`src/rtl/fetch_aligner_pkg.sv`:
```
// Shared definitions for the fetch aligner: FSM encoding and RVC parcel classification.
// The downstream decompressor imports is_rvc() from here as well.
package fetch_aligner_pkg;

  localparam logic [0:0] ST_EMPTY = 1'b0;
  localparam logic [0:0] ST_HALF  = 1'b1;

  localparam logic [1:0] RVC_QUAD_FULL = 2'b11;

  // A 16-bit parcel is a complete compressed instruction unless its quadrant is 2'b11.
  function automatic logic is_rvc(input logic [15:0] parcel);
    return parcel[1:0] != RVC_QUAD_FULL;
  endfunction

endpackage

```
`src/rtl/fetch_aligner_if.sv`:
```
// Fetch-word input, redirect and instruction-output handshakes of the fetch aligner.
// master = fetch unit / decode side environment, slave = the aligner itself.
interface fetch_aligner_if #(
  parameter int PC_W = 32
);
  logic            flush;
  logic [PC_W-1:0] redirect_pc;
  logic            in_valid;
  logic            in_ready;
  logic [31:0]     in_word;
  logic [PC_W-1:0] in_pc;
  logic            out_valid;
  logic            out_ready;
  logic [31:0]     out_instr;
  logic [PC_W-1:0] out_pc;
  logic            out_rvc;

  modport master (
    output flush, redirect_pc, in_valid, in_word, in_pc, out_ready,
    input  in_ready, out_valid, out_instr, out_pc, out_rvc
  );

  modport slave (
    input  flush, redirect_pc, in_valid, in_word, in_pc, out_ready,
    output in_ready, out_valid, out_instr, out_pc, out_rvc
  );
endinterface

```
`src/rtl/fetch_aligner.sv`:
```
// Splits word-aligned fetch words into parcels and emits one registered instruction per cycle.
// Compressed (RVC) support is enabled by defining RVC_EN; otherwise every word is one instruction.
module fetch_aligner
  import fetch_aligner_pkg::*;
#(
  parameter int              PC_W     = 32,
  parameter logic [PC_W-1:0] RESET_PC = '0
) (
  input  logic          clk,
  input  logic          rst,
  fetch_aligner_if.slave bus
);

  logic            adv;
  logic            take;
  logic            emit;
  logic            emit_rvc;
  logic [31:0]     emit_instr;
  logic [PC_W-1:0] emit_pc;

  assign adv  = !bus.out_valid || bus.out_ready;
  assign take = bus.in_valid && bus.in_ready;

`ifdef RVC_EN
  logic [0:0]      state, state_d;
  logic [15:0]     hold, hold_d;
  logic [PC_W-1:0] hold_pc, hold_pc_d;
  logic            skip_low, skip_low_d;
  logic            hold_rvc;
  logic [15:0]     lo, hi;
  logic [PC_W-1:0] hi_pc;

  assign lo       = bus.in_word[15:0];
  assign hi       = bus.in_word[31:16];
  assign hi_pc    = bus.in_pc + PC_W'(2);
  assign hold_rvc = is_rvc(hold);

  // A held compressed parcel drains on its own, so the next word must wait.
  assign bus.in_ready = !rst && adv && !bus.flush && !(state == ST_HALF && hold_rvc);

  always_comb begin
    // NOTE: every combinational output gets a default first so no path can infer a latch.
    state_d    = state;
    hold_d     = hold;
    hold_pc_d  = hold_pc;
    skip_low_d = skip_low;
    emit       = 1'b0;
    emit_instr = '0;
    emit_pc    = bus.in_pc;
    emit_rvc   = 1'b0;

    if (bus.flush) begin
      state_d    = ST_EMPTY;
      skip_low_d = bus.redirect_pc[1];
    end else if (adv) begin
      if (state == ST_HALF && hold_rvc) begin
        emit       = 1'b1;
        emit_instr = {16'h0000, hold};
        emit_pc    = hold_pc;
        emit_rvc   = 1'b1;
        state_d    = ST_EMPTY;
      end else if (take) begin
        hold_d    = hi;
        hold_pc_d = hi_pc;
        if (state == ST_HALF) begin
          emit       = 1'b1;
          emit_instr = {lo, hold};
          emit_pc    = hold_pc;
        end else if (skip_low) begin
          skip_low_d = 1'b0;
          state_d    = ST_HALF;
        end else if (is_rvc(lo)) begin
          emit       = 1'b1;
          emit_instr = {16'h0000, lo};
          emit_rvc   = 1'b1;
          state_d    = ST_HALF;
        end else begin
          emit       = 1'b1;
          emit_instr = bus.in_word;
          hold_d     = hold;
          hold_pc_d  = hold_pc;
        end
      end
    end
  end

  always_ff @(posedge clk) begin
    if (rst) begin
      state    <= ST_EMPTY;
      hold     <= '0;
      hold_pc  <= '0;
      skip_low <= 1'b0;
    end else begin
      state    <= state_d;
      hold     <= hold_d;
      hold_pc  <= hold_pc_d;
      skip_low <= skip_low_d;
    end
  end
`else
  assign bus.in_ready = !rst && adv && !bus.flush;
  assign emit         = take;
  assign emit_instr   = bus.in_word;
  assign emit_pc      = bus.in_pc;
  assign emit_rvc     = 1'b0;
`endif

  // Instruction register; cleared fields whenever nothing is held.
  always_ff @(posedge clk) begin
    // NOTE: state elements use non-blocking assignments so every register samples pre-edge values.
    if (rst) begin
      bus.out_valid <= 1'b0;
      bus.out_instr <= '0;
      bus.out_pc    <= RESET_PC;
      bus.out_rvc   <= 1'b0;
    end else if (bus.flush || adv) begin
      bus.out_valid <= emit;
      bus.out_instr <= emit ? emit_instr : 32'h0;
      bus.out_pc    <= emit ? emit_pc : RESET_PC;
      bus.out_rvc   <= emit && emit_rvc;
    end
  end

endmodule

```
`src/flat_wrapper.sv`:
```
// flat-port wrapper written by rule: the top's interface ports become plain ports
module fetch_aligner_flat import fetch_aligner_pkg::*;
#(
  parameter int              PC_W     = 32,
  parameter logic [PC_W-1:0] RESET_PC = '0
)
  (clk, rst, bus_flush, bus_redirect_pc, bus_in_valid, bus_in_word, bus_in_pc, bus_out_ready, bus_in_ready, bus_out_valid, bus_out_instr, bus_out_pc, bus_out_rvc);
  fetch_aligner_if #(.PC_W(PC_W)) bus_i ();
  input  logic clk;
  input  logic rst;
  input wire logic [$bits(bus_i.flush)-1:0] bus_flush;
  input wire logic [$bits(bus_i.redirect_pc)-1:0] bus_redirect_pc;
  input wire logic [$bits(bus_i.in_valid)-1:0] bus_in_valid;
  input wire logic [$bits(bus_i.in_word)-1:0] bus_in_word;
  input wire logic [$bits(bus_i.in_pc)-1:0] bus_in_pc;
  input wire logic [$bits(bus_i.out_ready)-1:0] bus_out_ready;
  output wire logic [$bits(bus_i.in_ready)-1:0] bus_in_ready;
  output wire logic [$bits(bus_i.out_valid)-1:0] bus_out_valid;
  output wire logic [$bits(bus_i.out_instr)-1:0] bus_out_instr;
  output wire logic [$bits(bus_i.out_pc)-1:0] bus_out_pc;
  output wire logic [$bits(bus_i.out_rvc)-1:0] bus_out_rvc;
  assign bus_i.flush = bus_flush;
  assign bus_i.redirect_pc = bus_redirect_pc;
  assign bus_i.in_valid = bus_in_valid;
  assign bus_i.in_word = bus_in_word;
  assign bus_i.in_pc = bus_in_pc;
  assign bus_i.out_ready = bus_out_ready;
  assign bus_in_ready = bus_i.in_ready;
  assign bus_out_valid = bus_i.out_valid;
  assign bus_out_instr = bus_i.out_instr;
  assign bus_out_pc = bus_i.out_pc;
  assign bus_out_rvc = bus_i.out_rvc;
  fetch_aligner #(.PC_W(PC_W), .RESET_PC(RESET_PC)) u_core (.clk(clk), .rst(rst), .bus(bus_i));
endmodule
```
`config.mk`:
```
export PLATFORM = sky130hd
export DESIGN_NAME = fetch_aligner_flat
export DESIGN_NICKNAME = d
export VERILOG_FILES = /design/src/rtl/fetch_aligner_pkg.sv /design/src/rtl/fetch_aligner_if.sv /design/src/rtl/fetch_aligner.sv /design/src/flat_wrapper.sv
export SDC_FILE = /design/constraint.sdc
export NUM_CORES = 1
export LEC_CHECK = 0
export CAP_MARGIN = 20
export CORE_MARGIN = 2
export CORE_UTILIZATION = 33
export CTS_CLUSTER_DIAMETER = 60
export CTS_CLUSTER_SIZE = 40
export DETAILED_ROUTE_END_ITERATION = 10
export HOLD_SLACK_MARGIN = 0.1
export PLACE_DENSITY = 0.9
export RECOVER_POWER = 25
export SYNTH_ARGS = -nofsm -noshare
export SYNTH_HDL_FRONTEND = slang
export SYNTH_SLANG_ARGS = --single-unit
```
`constraint.sdc`:
```
create_clock -name clk -period 1.4 [get_ports clk]
set_clock_uncertainty 0.1 [all_clocks]
set_input_delay 0.28 -clock clk [delete_from_list [all_inputs] [get_ports clk]]
set_output_delay 0.28 -clock clk [all_outputs]
set_load 0.02 [all_outputs]
```
Yosys cells after proc, flatten, opt, wreduce, memory -nomap -nowiden
Cells that the tools add are included.

Register bits after elaboration: 65. Bits of input ports: 101. Output and inout port bits: 67. Word-level logic and storage cells: 13.

Multiplexer cells: 2. Reduce and logical (&&, ||, !) cells: 8.

Operators by type and width (count): $mux W32 (2); $logic_and A1 B1 Y1 (3); $logic_not A1 Y1 (3); $logic_or A1 B1 Y1 (2).

Logic depth before layout (Yosys ltp)
Gate-level depths: netlist (run 1).

Depth after elaboration: 6. Mapped depth: 5. Mapped depth without buffers: 3.

Worst setup path before layout (run 1)
Ideal clock, no wire load.

Kind: register to register. Start: register u_core.bus.out_valid. End: register u_core.bus.out_pc[25]. Setup time: 0.058 ns. Arrival time: 1.225 ns. Data required time: 1.242 ns. Path slack: 0.017 ns. Stages on the path, launching flop included: 6. Buffers on the path: 2. Clock period less this slack: 1.383 ns. Path through: dfxtp_1 > nor2b_4 > nor3b_2 > buf_6 > buf_6 > a22o_2.

Word-level cells in the longest chain between the ends: 6. Elaborated cells between the ends (all ways): 7. Those cells by class: mux: 1; reduce/logical: 6.

Ends and longest elaborated chain: from (decl) (RTL line fetch_aligner_if.sv:25) `output in_ready, out_valid, out_instr, out_pc, out_rvc`; from (signal assigned) (RTL line fetch_aligner.sv:117) `bus.out_valid <= emit;`; $logic_not A1 Y1 * (RTL line fetch_aligner.sv:21) `assign adv = !bus.out_valid || bus.out_ready;`; $logic_or A1 B1 Y1 * (RTL line fetch_aligner.sv:21); $logic_and A1 B1 Y1 (2 in a row) (RTL line fetch_aligner.sv:101) `assign bus.in_ready = !rst && adv && !bus.flush;`; $logic_and A1 B1 Y1 (RTL line fetch_aligner.sv:22) `assign take = bus.in_valid && bus.in_ready;`; $mux W32 (RTL line fetch_aligner.sv:119) `bus.out_pc <= emit ? emit_pc : RESET_PC;`; to (signal assigned) (RTL line fetch_aligner.sv:119); to (decl) (RTL line fetch_aligner_if.sv:25).

Mark *: on every way between the ends. The rest lies on a longest branch, timed or not. A chain may end at the register's enable or synchronous reset.

Worst setup path after layout (run 1)
Start: register u_core.bus.out_valid. End: register u_core.bus.out_instr[16].

Word-level cells in the longest chain between the ends: 6. Elaborated cells between the ends (all ways): 7. Those cells by class: mux: 1; reduce/logical: 6.

Ends and longest elaborated chain: $logic_not A1 Y1 * (RTL line fetch_aligner.sv:21); $logic_or A1 B1 Y1 * (RTL line fetch_aligner.sv:21); $logic_and A1 B1 Y1 (2 in a row) (RTL line fetch_aligner.sv:101); $logic_and A1 B1 Y1 (RTL line fetch_aligner.sv:22); $mux W32 (RTL line fetch_aligner.sv:118) `bus.out_instr <= emit ? emit_instr : 32'h0;`; to (signal assigned) (RTL line fetch_aligner.sv:118); to (decl) (RTL line fetch_aligner_if.sv:25).

Marks and branches as above.

==> impl.org, run 1 <==
** Clocking
- Clock-pin slew was measured on the worst setup and hold paths at 0.06 ns.
- CTS Root Buffer Type :: sky130_fd_sc_hd__clkbuf_8
- Worst-case clock buffer depth :: 2
- The later pin in the worst-skew pair is clocked with a latency of 0.32 ns.
- TritonCTS clock tree :: built
- Clock tree synthesis inserted a total of 9 buffers.
- In this run the number of H-tree levels came out at 3.
- Clock tree synthesis found a total of 65 sinks.

** Floorplanning
- The die is 85.8 µm wide.
- The core region is 0.00642 mm².
- Starting Density :: 34.4%
- For this design the top-level I/O count stands at 168.
- The initialized floorplan defines 29 standard-cell rows.
- Full die area :: 0.00736 mm²
- Overall die height :: 85.8 µm

** STA
- The number of pins with negative max-slew slack in the final report is 0.
- RSZ-0062 raised after global routing :: yes
- Setup slack on the critical path of the routed design comes to -0.111 ns.
- Share of the clock period used by the worst path :: 108%
- Count of endpoints failing setup in the final report :: 65
- The total count of hold-check failures in the final report came to 0.
- Setup_tns :: -5.34 ns
- Achievable frequency :: 662 MHz
- Minimum clock period :: 1.51 ns
- On the final layout, the worst hold slack is 0.226 ns.

** Route
- DR pass1 iterations :: 9
- Summed over all layers, the routed wires come to 6710 µm.
- The detail route stage leaves a number of antenna-violating nets equal to 0.
- Number of design rule violations left after detail routing :: 10
- After detailed routing, the number of vias per cell comes to 4.92.
- Average detailed-routed wire length per instance :: 17.6 µm
- Count of vias placed by the detailed router :: 1879
- Number of DRC markers after the initial detailed-route iteration :: 57

** Critical path
- Slowest Stage Delay on Critical Path :: 0.32 ns
- Cell type with the highest occurrence count on the critical path :: sky130_fd_sc_hd__buf_6
- For the worst setup path, the data required time is 1.57 ns.
- CP Max Fanout :: 8
- Data arrives at the worst endpoint at 1.68 ns.
- Critical-path cell list :: nor2b_4 -> buf_6 -> nor4b_4 -> buf_6 -> clkbuf_16 -> a22o_2
- STA classifies the critical path endpoint as a register.
- Reg-to-reg setup timing slack :: -0.11 ns
- The largest individual stage delay along the critical path comes from the cell sky130_fd_sc_hd__dfxtp_2.
- Sort of element at the start of the critical path :: register
- Critical path class :: register to register

** Power
- Sw frac :: 23.7%
- Clock power frac :: 34.3%
- Cell leakage power :: 1.81 nW
- Register share of total power :: 51.7%
- The internal power of the cells totals 0.00285 W.
- In this run the power spent charging and discharging nets is 0.000887 W.
- Cell Pwr Density :: 948 mW/mm²
- Of the total power, combinational logic draws 13.9%.
- Across the VDD grid, the largest voltage drop is 0.495 mV.

** Placement
- Placed Area :: 0.00353 mm²
- Final HPWL from detailed placement :: 3950 µm
- Total of buffers placed on input and output ports :: 134
- The congestion estimate from routability-driven global placement came to 0.719.
- DP Cell Count :: 354

** Synth
- A synthesized cell averages 14.6 µm².
- The cell area that synthesis handed to floorplanning was 0.00221 mm².
- Yosys mapped the design onto 12 distinct sky130hd cell types.
- Cells after synthesis :: 151
- Synthesis inferred 65 register bits.
- The share of the Yosys chip area taken by registers is 59.0%.
- Synthesized net count :: 252
- Number of warnings reported in the yosys synthesis log :: 0

** Final layout
- Nets :: 401
- Signed area change from the synthesized netlist to the final layout :: 78.7%
- After the flow finishes, the layout carries non-filler instances totaling 382.
- The number of antenna diodes in the final layout is 0.
- The post-route netlist has 43.6% of its cells at a drive strength greater than 1.
- Post-route design area :: 0.00395 mm²

** Global route
- Global routing finished with a remaining overflow of 0.
- Vias in the first global route :: 1960
- Met3 layer usage reported by global route :: 5.20%
- Global Route met1 Usage :: 20.7%
- Antenna violations before repair :: 0
- Global routing usage summed across all routing layers :: 17.1%
- After global routing, the most crowded layer is met2.
- In the global route stage, met2 resource usage came out at 28.2%.
- Pin count of the biggest net entering global routing :: 33
- Global-route wire length before repair :: 9680 µm

** Status
- Violations in the final reports :: DRC, setup timing
- The run finished, with violations left.

** Min path
- The path class of the tightest hold or removal check is input port to register.

** Run
- Max-cap violations :: 0
-- synthesized netlist by cell type --
master	number	area, µm²
sky130_fd_sc_hd__nor3b_2	1	12.5
sky130_fd_sc_hd__buf_6	8	90.1
sky130_fd_sc_hd__conb_1	1	3.75
sky130_fd_sc_hd__nor2b_4	1	13.8
sky130_fd_sc_hd__buf_4	1	7.51
sky130_fd_sc_hd__nor3_1	2	10.0
sky130_fd_sc_hd__a22o_1	9	78.8
sky130_fd_sc_hd__nor4b_2	1	15.0
sky130_fd_sc_hd__buf_12	6	120
sky130_fd_sc_hd__a22o_2	55	551
sky130_fd_sc_hd__nor2_1	1	3.75
sky130_fd_sc_hd__dfxtp_1	65	1300
-- worst max-delay path, delay by kind of cell (launching register included) --
family	cells	cell delay, ns
AOI/OAI and AO/OA	1	0.13
buffers and inverters	3	0.54
DFF	1	0.32
and+or+nand+nor	2	0.36
-- logic make-up after synthesis --
| family | synth area share [%] |
|---|---|
| DFF | 59.0 |
| AOI/OAI and AO/OA | 28.5 |
| buffers and inverters | 9.86 |
| and+or+nand+nor | 2.49 |
| other | 0.170 |
-- metrics by stage --
step           power [W]  utilization (%)  worst slack [ns]
3_3_place_gp     0.00244             55.0            -0.579
2_1_floorplan    0.00215                -            0.0170
4_1_cts          0.00373             58.5            -0.140
5_1_grt          0.00390             61.4            -0.162
6_report         0.00374             61.4            -0.111
3_5_place_dp     0.00245             55.0            -0.663
-- layer usage --
metal	vias to the layer above	wire [µm]
li1	882	-
met1	894	2810
met2	94	3250
met3	9	564
met4	0	92
met5	-	0
-- worst paths after layout --
kind,start,to,cells after the start
setup / recovery,u_core.bus.out_valid,u_core.bus.out_instr[16],6
hold / removal,rst,u_core.bus.out_valid,3
setup reg to reg,u_core.bus.out_valid,u_core.bus.out_instr[16],6
hold reg to reg,u_core.bus.out_instr[7],u_core.bus.out_instr[7],1
-- cell type report --
type,count,area (µm²)
fillers,541,2480
repair buffers,153,1500
flip-flops and latches,65,1300
multi-input cells,71,896
clock buffers,12,135
well taps,77,96.3
clock inverters,4,20.0
-- repair_timing --
action	in CTS	in global routing
endpoints found under the hold margin	0	0
hold buffers	0	0
resized for setup	105	110
buffers inserted	3	0
gates cloned	4	5
pin swaps	0	15
endpoints found under the setup margin	130	122
-- registers in the layout (all words and copies together), names as in the netlist --
signal,count
u_core.bus.out_instr,32
u_core.bus.out_pc,32
u_core.bus.out_valid,1
-- power by group through the flow --
stage	combinational (W)	sequential, W	clock (W)
global route	0.000551	0.00194	0.00141
detailed placement	0.000482	0.00197	0
finish	0.000522	0.00193	0.00128
floorplan	0.000116	0.00203	0
global placement	0.000472	0.00197	0
CTS	0.000473	0.00193	0.00133
-- layout by cell type, fill, tap and decap left out --
master and n:
sky130_fd_sc_hd__buf_4 4, sky130_fd_sc_hd__dfxtp_2 1, sky130_fd_sc_hd__buf_12 5, sky130_fd_sc_hd__nor4b_4 1, sky130_fd_sc_hd__clkinv_2 4, sky130_fd_sc_hd__dlymetal6s2s_1 2, sky130_fd_sc_hd__a22o_1 9, sky130_fd_sc_hd__clkbuf_8 9
sky130_fd_sc_hd__nor3_1 1, sky130_fd_sc_hd__conb_1 1, sky130_fd_sc_hd__clkdlybuf4s50_1 65, sky130_fd_sc_hd__clkdlybuf4s15_1 22, sky130_fd_sc_hd__dlygate4sd2_1 4, sky130_fd_sc_hd__nor2_1 1, sky130_fd_sc_hd__clkbuf_16 4, sky130_fd_sc_hd__nor3b_4 1
sky130_fd_sc_hd__a22o_4 25, sky130_fd_sc_hd__clkbuf_1 3, sky130_fd_sc_hd__buf_6 4, sky130_fd_sc_hd__dfxtp_1 64, sky130_fd_sc_hd__nor3_2 1, sky130_fd_sc_hd__nor2b_4 1, sky130_fd_sc_hd__clkdlybuf4s15_2 1, sky130_fd_sc_hd__buf_2 1
sky130_fd_sc_hd__buf_16 3, sky130_fd_sc_hd__clkbuf_2 38, sky130_fd_sc_hd__a22o_2 30
Power figures use the tool's default switching activity.
==> inputs of run 2 (changes only) <==
--- a/config.mk
+++ b/config.mk
@@ -5,7 +5,7 @@
 export SDC_FILE = /design/constraint.sdc
 export NUM_CORES = 1
 export LEC_CHECK = 0
-export CAP_MARGIN = 20
+export CAP_MARGIN = 0
 export CORE_MARGIN = 2
 export CORE_UTILIZATION = 33
 export CTS_CLUSTER_DIAMETER = 60
@@ -17,3 +17,4 @@
 export SYNTH_ARGS = -nofsm -noshare
 export SYNTH_HDL_FRONTEND = slang
 export SYNTH_SLANG_ARGS = --single-unit
+export TNS_END_PERCENT = 10
==> run 2 against run 1 <==
Against the previous run: the flow still finishes with violations (DRC, setup timing); cell area decreased by 2.9%; sequential cell count unchanged; sequential power hardly changed; critical endpoint is now u_core.bus.out_pc[21]; largest power group unchanged; highest routed layer unchanged.
==> impl.org, run 2 (synthesis results as in run 1) <==
** Route
- Wire segments on met2 add up to 3260 µm in the final route.
- After detailed routing, the wire length on met1 is 2800 µm.
- In this run the remaining antenna-violating nets after routing total 0.
- Count of vias placed by the detailed router :: 1893
- Average detailed-routed wire length per instance :: 17.5 µm
- In this run, the number of DRC markers left after iteration 0 of detailed routing was 129.
- DR pass1 iterations :: 8
- Top routing layer in use :: met4
- In the detailed route, the total length drawn on met3 is 555 µm.
- Detailed-route wire length :: 6700 µm
- After detailed routing, the number of remaining DRC violations is 10.
- After detailed routing, the number of vias per cell comes to 4.96.

** Global route
- Global-route wire length before repair :: 8830 µm
- The initial antenna violation count was 0.
- The number of global-route vias before repair came to 1844.
- Global route total overflow :: 0
- Entering global routing, the biggest net connects 65 pins.
- Global routing used 15.3% of the available tracks across all layers.

** STA
- In the post-route analysis, the smallest setup slack over all paths is -0.123 ns.
- Minimum clock period :: 1.52 ns
- Final hold viol count :: 0
- RSZ-0062 raised after global routing :: yes
- The number of pins with negative max-slew slack in the final report was 0.
- After layout, the worst path uses 109% of the clock period.
- Worst hold margin :: 0.256 ns
- Derived from the worst setup path, the maximum achievable clock frequency is 656 MHz.
- Count of endpoints failing setup in the final report :: 65

** Final layout
- In the final layout, the share of cells above drive strength 1 is 39.3%.
- Most common cell after layout, fill and taps aside :: sky130_fd_sc_hd__clkdlybuf4s50_1
- Filler-free cell count of the finished design :: 382
- The area growth from synthesis to layout is 73.6%.
- In the final layout, the registers with the most flip-flops are u_core.bus.out_instr (32), u_core.bus.out_pc (32), u_core.bus.out_valid (1).
- For this run, the share of the core covered by cells in the final layout is 59.7%.
- Antenna diode count :: 0
- In the layout the commonest cells are 65 x sky130_fd_sc_hd__clkdlybuf4s50_1, 64 x sky130_fd_sc_hd__dfxtp_1, 50 x sky130_fd_sc_hd__a22o_2.
- At the end of the flow, the number of nets in the layout was 401.

** Power
- IR drop worst, VDD :: 0.459 mV
- For this design the ratio of total power to cell area is 965 mW/mm².
- Cell leakage power :: 1.67 nW
- Power Total :: 0.00370 W

** Critical path
- Of all nets on the critical path, the largest fanout is 8.
- Cells on worst reg2reg path :: 6
- STA classifies the critical path endpoint as a register.
- At the worst endpoint, the arrival time is 1.69 ns.
- Required @ worst endpoint :: 1.56 ns
- Critical path class :: register to register
- In this run the critical register-to-register path is launched from u_core.bus.out_valid.
- The worst register-to-register path ends at u_core.bus.out_pc[21].
- The worst register-to-register path has a setup slack of -0.12 ns.
- Sort of element at the start of the critical path :: register

** Clocking
- TritonCTS created 9 clock buffers.
- Later-pin clock latency in the skew report :: 0.32 ns
- The clock passes through at most 2 buffers.
- Clock sinks :: 65
- CTS clk-pin slew, worst paths :: 0.06 ns
- TritonCTS built the clock tree.
- The H-tree generated during clock tree synthesis spans 3 levels.
- The tree is rooted in a sky130_fd_sc_hd__clkbuf_8.

** Min path
- Hold path cells :: 3
- In this run the most critical hold path is launched from rst.
- The tightest min-delay check is of the input port to register type.
- The path with the worst hold slack has its endpoint at u_core.bus.out_valid.

** Placement
- Setup slack after placement :: -0.663 ns
- After detailed placement, the design holds a cell count of 354.
- Buffers placed on the I/O ports in this run total 134.
- Final HPWL from detailed placement :: 3950 µm
- The congestion estimate from routability-driven global placement came to 0.719.

** Floorplanning
- Floorplan row count :: 29
- I/O pin count :: 168
- The region available for standard cell placement spans 0.00642 mm².
- Starting Density :: 34.4%
- In this run the horizontal extent of the chip is 85.8 µm.
- Full die area :: 0.00736 mm²
- The die is 85.8 µm tall.

** Status
- The flow ran to the end, but the final reports show violations.
- The final reports fail on DRC, setup timing.

** Run
- The tool flagged a number of max-cap violations equal to 0.
==> run 2: changes by cell type in the layout (fill, tap and decap cells not counted), sizes merged <==
| cell | before | now |
|---|---|---|
| clkdlybuf4s15 | 23 | 35 |
| clkbuf | 54 | 43 |
| buf | 17 | 15 |
| dlygate4sd2 | 4 | 5 |
==> run 2: worst max-delay path by stage <==
| stage | from | to | slack [ns] |
|---|---|---|---|
| after CTS | u_core.bus.out_valid | bus_in_ready | -0.14 |
| final | u_core.bus.out_valid | u_core.bus.out_pc[21] | -0.12 |
| after global routing | u_core.bus.out_valid | u_core.bus.out_pc[21] | -0.18 |
| after global placement | bus_out_ready | bus_in_ready | -0.58 |
| after floorplan | u_core.bus.out_valid | u_core.bus.out_pc[25] | 0.02 |
| after detailed placement | bus_out_ready | bus_in_ready | -0.66 |
==> run 2: metrics by stage <==
stage	setup TNS (ns)	instance area, µm²
floorplan	0	2210
global placement	-31.30	3530
detailed placement	-33.95	3530
CTS	-7.04	3630
global route	-9.61	3830
finish	-6.65	3830
==> run 2: metal layers <==
layer / up-vias / track usage, %
li1: 878 / -
met1: 914 / 18.1
met2: 93 / 25.0
met3: 8 / 5.10
met4: 0 / 6.93
met5: - / 0
==> run 2: what timing repair did <==
item / in CTS / in global routing
pin swaps: 6 / 5
endpoints found under the setup margin: 130 / 122
hold buffers: 0 / 0
buffers inserted: 0 / 3
cloned: 0 / 9
resized for setup: 98 / 82
==> run 2: worst max-delay path: stages, from the launching register on <==
cell                        delay (ns)
sky130_fd_sc_hd__dfxtp_2          0.33
sky130_fd_sc_hd__nor2b_4          0.13
sky130_fd_sc_hd__buf_6            0.12
sky130_fd_sc_hd__nor4b_4          0.28
sky130_fd_sc_hd__buf_6            0.20
sky130_fd_sc_hd__clkbuf_16        0.17
sky130_fd_sc_hd__a22o_1           0.14
==> run 2: cell type report <==
cell class	instances	area, µm²
tap	77	96.3
sequential	65	1300
clock buffer	12	135
timing repair buffer	153	1530
clock inverter	4	20.0
multi-input combinational	71	746
fill	551	2590
==> run 2: power breakdown <==
group,total (W),internal [W],switching (W)
clock network,0.00127,0.000632,0.000642
registers,0.00193,0.00190,0.0000291
logic,0.000494,0.000304,0.000190
total,0.00370,0.00284,0.000862
==> inputs of run 3 (changes only) <==
--- a/config.mk
+++ b/config.mk
@@ -5,14 +5,15 @@
 export SDC_FILE = /design/constraint.sdc
 export NUM_CORES = 1
 export LEC_CHECK = 0
+export ABC_CLOCK_PERIOD_IN_PS = 1800
 export CAP_MARGIN = 0
 export CORE_MARGIN = 2
-export CORE_UTILIZATION = 33
+export CORE_UTILIZATION = 36
 export CTS_CLUSTER_DIAMETER = 60
 export CTS_CLUSTER_SIZE = 40
 export DETAILED_ROUTE_END_ITERATION = 10
 export HOLD_SLACK_MARGIN = 0.1
-export PLACE_DENSITY = 0.9
+export PLACE_DENSITY_LB_ADDON = 0.2
 export RECOVER_POWER = 25
 export SYNTH_ARGS = -nofsm -noshare
 export SYNTH_HDL_FRONTEND = slang
==> constraint.sdc (replaced) <==
create_clock -name clk -period 1.8 [get_ports clk]
set_clock_uncertainty 0.1 [all_clocks]
set_input_delay 0.36 -clock clk [delete_from_list [all_inputs] [get_ports clk]]
set_output_delay 0.36 -clock clk [all_outputs]
set_load 0.02 [all_outputs]
==> run 3 against run 2 <==
Against the previous run: the flow now finishes without violations; combinational power shrank 26%; final cell count shrank 1.6%; cell area shrank 3.0%; hold slack gained 0.13 ns; first-iteration DRC count shrank 80%; worst setup slack gained 0.17 ns; register-to-register slack gained 0.36 ns; wire length shrank 16%; utilization grew 3.1 points; highest routed layer unchanged.
==> impl.org, run 3 (synthesis results as in run 1) <==
** Status
- Status :: completed

** Critical path
- Worst setup EP type :: primary output
- CP Max Fanout :: 2
- Family of cells with the greatest summed delay on the critical path :: buffers and inverters
- Required @ worst endpoint :: 1.34 ns
- Slowest Stage Delay on Critical Path :: 0.62 ns
- For this design, the slowest cell found on the critical path is sky130_fd_sc_hd__clkdlybuf4s50_1.
- Sort of element at the start of the critical path :: register
- The setup path with the least slack is of type register to primary output.
- The critical path goes through clkdlybuf4s50_1.
- Counting both buffers and inverters, the worst setup path holds a total of 1.
- For the worst setup path, the data arrival time is 1.30 ns.

** Floorplanning
- After floorplanning, the core was sized to cover 0.00592 mm².
- The floorplan step defined a die boundary enclosing 0.00677 mm².
- Measured along the y axis, the die boundary spans 82.3 µm.
- The floorplan has 28 rows.
- I/O pin count :: 168
- The floorplan step set the die width to 82.3 µm.
- Starting Density :: 37.3%

** Clocking
- CTS built an H-tree with a depth of 3.
- Cts-stage hold buffer count :: 0
- TritonCTS clock tree :: built
- In this run, CTS created clock tree buffers numbering 9.
- The cell sitting at the root of the clock tree is a sky130_fd_sc_hd__clkbuf_8.
- Clock-pin slew was measured on the worst setup and hold paths at 0.08 ns.
- Worst-case clock buffer depth :: 2
- Count of cells resized by post-cts repair :: 5
- Clock sinks :: 65
- The clock reaches the later pin of the worst-skew pair after 0.33 ns.
- Buffers inserted during post-CTS setup optimization :: 0

** Power
- The analysis attributes to cell leakage a power of 1.46 nW.
- Cell Pwr Density :: 824 mW/mm²
- The worst-case IR drop observed on VDD is 0.453 mV.
- Power Total :: 0.00306 W

** Min path
- In this run the worst hold path is classified as register to register.

** Global route
- Global routing usage summed across all routing layers :: 16.1%
- The number of global-route vias before repair is 1794.
- The initial antenna violation count came to 0.
- Pin count of the biggest net entering global routing :: 28
- The first global-routing pass estimated 8240 µm of wire.
- Global routing finished with a remaining overflow of 0.

** Final layout
- The largest registers in the layout are u_core.bus.out_instr (32), u_core.bus.out_pc (32), u_core.bus.out_valid (1).
- The net count of the finished layout is 397.
- Leaving out fill and tap cells, the most frequent cells in the layout are 126 x sky130_fd_sc_hd__clkdlybuf4s50_1, 65 x sky130_fd_sc_hd__dfxtp_1, 55 x sky130_fd_sc_hd__a22o_2.
- Signed area change from the synthesized netlist to the final layout :: 68.5%
- Fraction of layout instances using a drive strength above 1 :: 29.9%
- 0 antenna diodes ended up in the layout.
- Number of filler instances in the final layout :: 489
- The library cell used most frequently in the layout, excluding fill and tap cells, is sky130_fd_sc_hd__clkdlybuf4s50_1.

** Route
- In the routed design, unresolved DRC markers number 0.
- DR pass1 iterations :: 4
- After detailed routing, the number of vias per cell comes to 4.77.
- After detailed routing, no signal wire sits above met4.
- Post-DRT Antenna Nets :: 0
- Detailed routing placed a total of 2640 µm of wire on met2.
- Number of DRC markers after the initial detailed-route iteration :: 26
- The routed design has 5590 µm of wire.
- The final route contains 1793 vias.
- After detailed routing, the met3 layer carries 592 µm of wire.
- Dividing the detail-routed wire length by the instance count gives 14.9 µm.
- After detailed routing, the wire length on met1 is 2290 µm.

** STA
- Final-report max-slew violation count :: 0
- The worst path uses 97.6% of the clock period.
- Static timing analysis puts the maximum clock frequency at 569 MHz.
- Hold is met by 0.382 ns.
- The routed design could run at a clock period as short as 1.76 ns.
- After layout, the worst setup slack is 0.0439 ns.
- Setup_tns :: 0 ns
- Setup repair after global routing left no endpoint under its margin.
- Final hold viol count :: 0
- Count of endpoints failing setup in the final report :: 0

** Run
- Max-cap violations :: 0

** Placement
- OpenSTA, run right after detailed placement, puts the worst setup slack at -0.349 ns.
- Buffers placed on the I/O ports in this run total 134.
- Final HPWL from detailed placement :: 4090 µm
- At the end of routability-driven placement, the weighted congestion stood at 0.730.
[run 3: cell types whose count changed in the layout (fill, tap and decap cells not counted), moves of 6 or more]
cell	previous run	this run
sky130_fd_sc_hd__clkbuf_16	6	0
sky130_fd_sc_hd__clkdlybuf4s50_1	65	126
sky130_fd_sc_hd__clkbuf_2	25	1
sky130_fd_sc_hd__clkdlybuf4s15_1	34	0
sky130_fd_sc_hd__buf_4	4	11
[run 3: per-layer routing]
| metal | track usage, % | up-vias |
|---|---|---|
| met1 | 18.4 | 840 |
| li1 | - | 867 |
| met3 | 6.96 | 8 |
| met5 | 0 | - |
| met4 | 6.83 | 0 |
| met2 | 26.2 | 78 |
[run 3: report_power, final]
part / switching [W] / total, W / internal (W)
logic: 0.000130 / 0.000365 / 0.000235
registers: 0.0000211 / 0.00150 / 0.00148
clock network: 0.000563 / 0.00120 / 0.000636
[run 3: final timing paths]
check                           slack (ns)  depth (start not counted)                     start               endpoint
worst min register to register        0.38                          1     u_core.bus.out_pc[23]  u_core.bus.out_pc[23]
worst min-delay path                  0.38                          1     u_core.bus.out_pc[23]  u_core.bus.out_pc[23]
worst max register to register        0.24                          6      u_core.bus.out_valid  u_core.bus.out_pc[21]
worst max-delay path                  0.04                          1  u_core.bus.out_instr[13]      bus_out_instr[13]
[run 3: area by class of cell]
class                           count  area, µm²  share of cell area [%]
Timing Repair Buffer              149       1430                    38.3
Sequential cell                    65       1300                    35.0
Multi-Input combinational cell     71        703                    18.9
Clock buffer                        9        124                    3.33
Tap cell                           75       93.8                    2.52
Clock inverter                      7       71.3                    1.92
[run 3: worst register-to-register path: stages (launching register included)]
cell	delay (ns)
sky130_fd_sc_hd__dfxtp_1	0.35
sky130_fd_sc_hd__nor2b_4	0.15
sky130_fd_sc_hd__buf_4	0.14
sky130_fd_sc_hd__nor3b_4	0.27
sky130_fd_sc_hd__buf_4	0.24
sky130_fd_sc_hd__buf_12	0.13
sky130_fd_sc_hd__a22o_1	0.13
[run 3: metrics by stage]
| step | utilization, % | area (µm²) | std cells |
|---|---|---|---|
| 6_report | 62.8 | 3720 | 376 |
| 5_1_grt | 62.8 | 3720 | 376 |
| 4_1_cts | 63.6 | 3770 | 376 |
| 3_5_place_dp | 60.4 | 3580 | 360 |
| 3_3_place_gp | 60.4 | 3580 | 360 |
| 2_1_floorplan | - | 2210 | 151 |
==> RTL edit, RTL diff (settings of run 2) <==
`PC_W` is set to 32 in 3 places; all go to 16.
--- a/src/rtl/fetch_aligner_if.sv
+++ b/src/rtl/fetch_aligner_if.sv
@@ -3,3 +3,3 @@
 interface fetch_aligner_if #(
-  parameter int PC_W = 32
+  parameter int PC_W = 16
 );
--- a/src/rtl/fetch_aligner.sv
+++ b/src/rtl/fetch_aligner.sv
@@ -5,3 +5,3 @@
 #(
-  parameter int              PC_W     = 32,
+  parameter int              PC_W     = 16,
   parameter logic [PC_W-1:0] RESET_PC = '0
--- a/src/flat_wrapper.sv
+++ b/src/flat_wrapper.sv
@@ -3,3 +3,3 @@
 #(
-  parameter int              PC_W     = 32,
+  parameter int              PC_W     = 16,
   parameter logic [PC_W-1:0] RESET_PC = '0
Interface: changed (resized bus_in_pc, bus_out_pc and bus_redirect_pc); port bits go from 168 to 120. The function was not compared with the original's and may differ.
==> RTL edit against run 2 <==
  * The run ends with setup timing left
  * Wire length is 38% lower
  * Critical endpoint is now u_core.bus.out_pc[15]
  * Cell area decreased by 28%
  * Die area down 28%
  * Area after synthesis shrank 30%
  * Global-route usage increased by 0.21 points
  * Largest power group unchanged
  * Synthesized cell count decreased by 24%
  * Setup slack improved by 0.095 ns
  * Power shrank 32%
  * Largest cell class unchanged
  * Critical path type unchanged
  * Sequential cell count shrank 16
  * Highest routed layer unchanged
==> RTL edit: results (changes against run 2) <==
flop2flop setup slack - -0.03 ns (was -0.12 ns)
share of cells above drive strength 1 - 0.119 (was 0.393)
Syn Inst Count - 115 (was 151)
H-tree depth - 2 (was 3)
drt pass-1 iters - 4 (was 8)
Final Setup Violations - 38 (was 65)
Total GRT Usage - 0.155 (was 0.153)
Area contributors post-synth - dfxtp_1, a22o_1, buf_6 (was dfxtp_1, a22o_2, buf_12)
critical path fanouts, max - 13 (was 8)
leading registers by flop count - u_core.bus.out_instr x32, u_core.bus.out_pc x16, u_core.bus.out_valid x1 (was u_core.bus.out_instr x32, u_core.bus.out_pc x32, u_core.bus.out_valid x1)
violated checks - setup timing (was DRC, setup timing)
DP Worst Slack - -0.595 ns (was -0.663 ns)
Syn Nets - 184 (was 252)
PortBufs - 102 (was 134)
status - finished with violations (unchanged)
post-DP HPWL - 3050 um (was 3950 um)
arrival time worst endpoint - 1.50 ns (was 1.69 ns)
Worst-Skew Late Latency - 0.28 ns (was 0.32 ns)
global-route wire length before repair - 6340 um (was 8830 um)
post-synthesis sequential area ratio - 0.631 (was 0.590)
TritonCTS buffer count - 5 (was 9)
Filler Cells Inserted - 385 (was 551)
vias in the first global route - 1406 (was 1844)
fin worst setup slack - -0.0278 ns (was -0.123 ns)
setup_tns - -0.493 ns (was -6.65 ns)
Layout area overhead - 76.9% (was 73.6%)
[RTL edit: cell type report]
| class | count | share of cell area |
|---|---|---|
| Tap cell | 52 | 0.0237 |
| Clock inverter | 1 | 0.00182 |
| Sequential cell | 49 | 0.357 |
| Clock buffer | 5 | 0.0250 |
| Multi-Input combinational cell | 55 | 0.182 |
| Timing Repair Buffer | 116 | 0.411 |
[RTL edit: worst register-to-register path, stage by stage, from the launching register on]
cell and delay, ns:
dfxtp_2 0.33, nor2b_4 0.13, buf_6 0.12, nor3b_4 0.15
buf_6 0.13, buf_8 0.14, a22o_1 0.23
[RTL edit: where the power goes]
part | internal, mW | switching (mW)
clock | 0.329 | 0.402
combinational | 0.211 | 0.133
sequential | 1.43 | 0.0197
total | 1.97 | 0.554
[RTL edit: kinds of logic after synthesis]
| kind of cell | Yosys count | synth area share |
|---|---|---|
| flops | 49 | 0.631 |
| simple gates | 6 | 0.0411 |
| other cells | 1 | 0.00241 |
| buf+inv | 11 | 0.0547 |
| compound gates | 48 | 0.271 |
[RTL edit: path summary, 6_finish.rpt]
check / from / end / depth (start not counted)
worst max-delay path: u_core.bus.out_valid / u_core.bus.out_pc[15] / 6
worst max register to register: u_core.bus.out_valid / u_core.bus.out_pc[15] / 6
worst min-delay path: rst / u_core.bus.out_valid / 3
worst min register to register: u_core.bus.out_instr[2] / u_core.bus.out_instr[2] / 1
[RTL edit: layer usage]
metal  track usage  wire [um]  up-vias
met1         0.171       1720      625
met3        0.0635        407        2
met5             0          0        -
li1              -          -      660
met2         0.276       2020       72
met4        0.0370         19        0
[RTL edit: timing repair]
action                                  CTS  global route
buffers inserted                          0             2
cloned                                    0             2
pin swaps                                15            26
endpoints found under the setup margin   98            55
gates resized for setup                  63            11
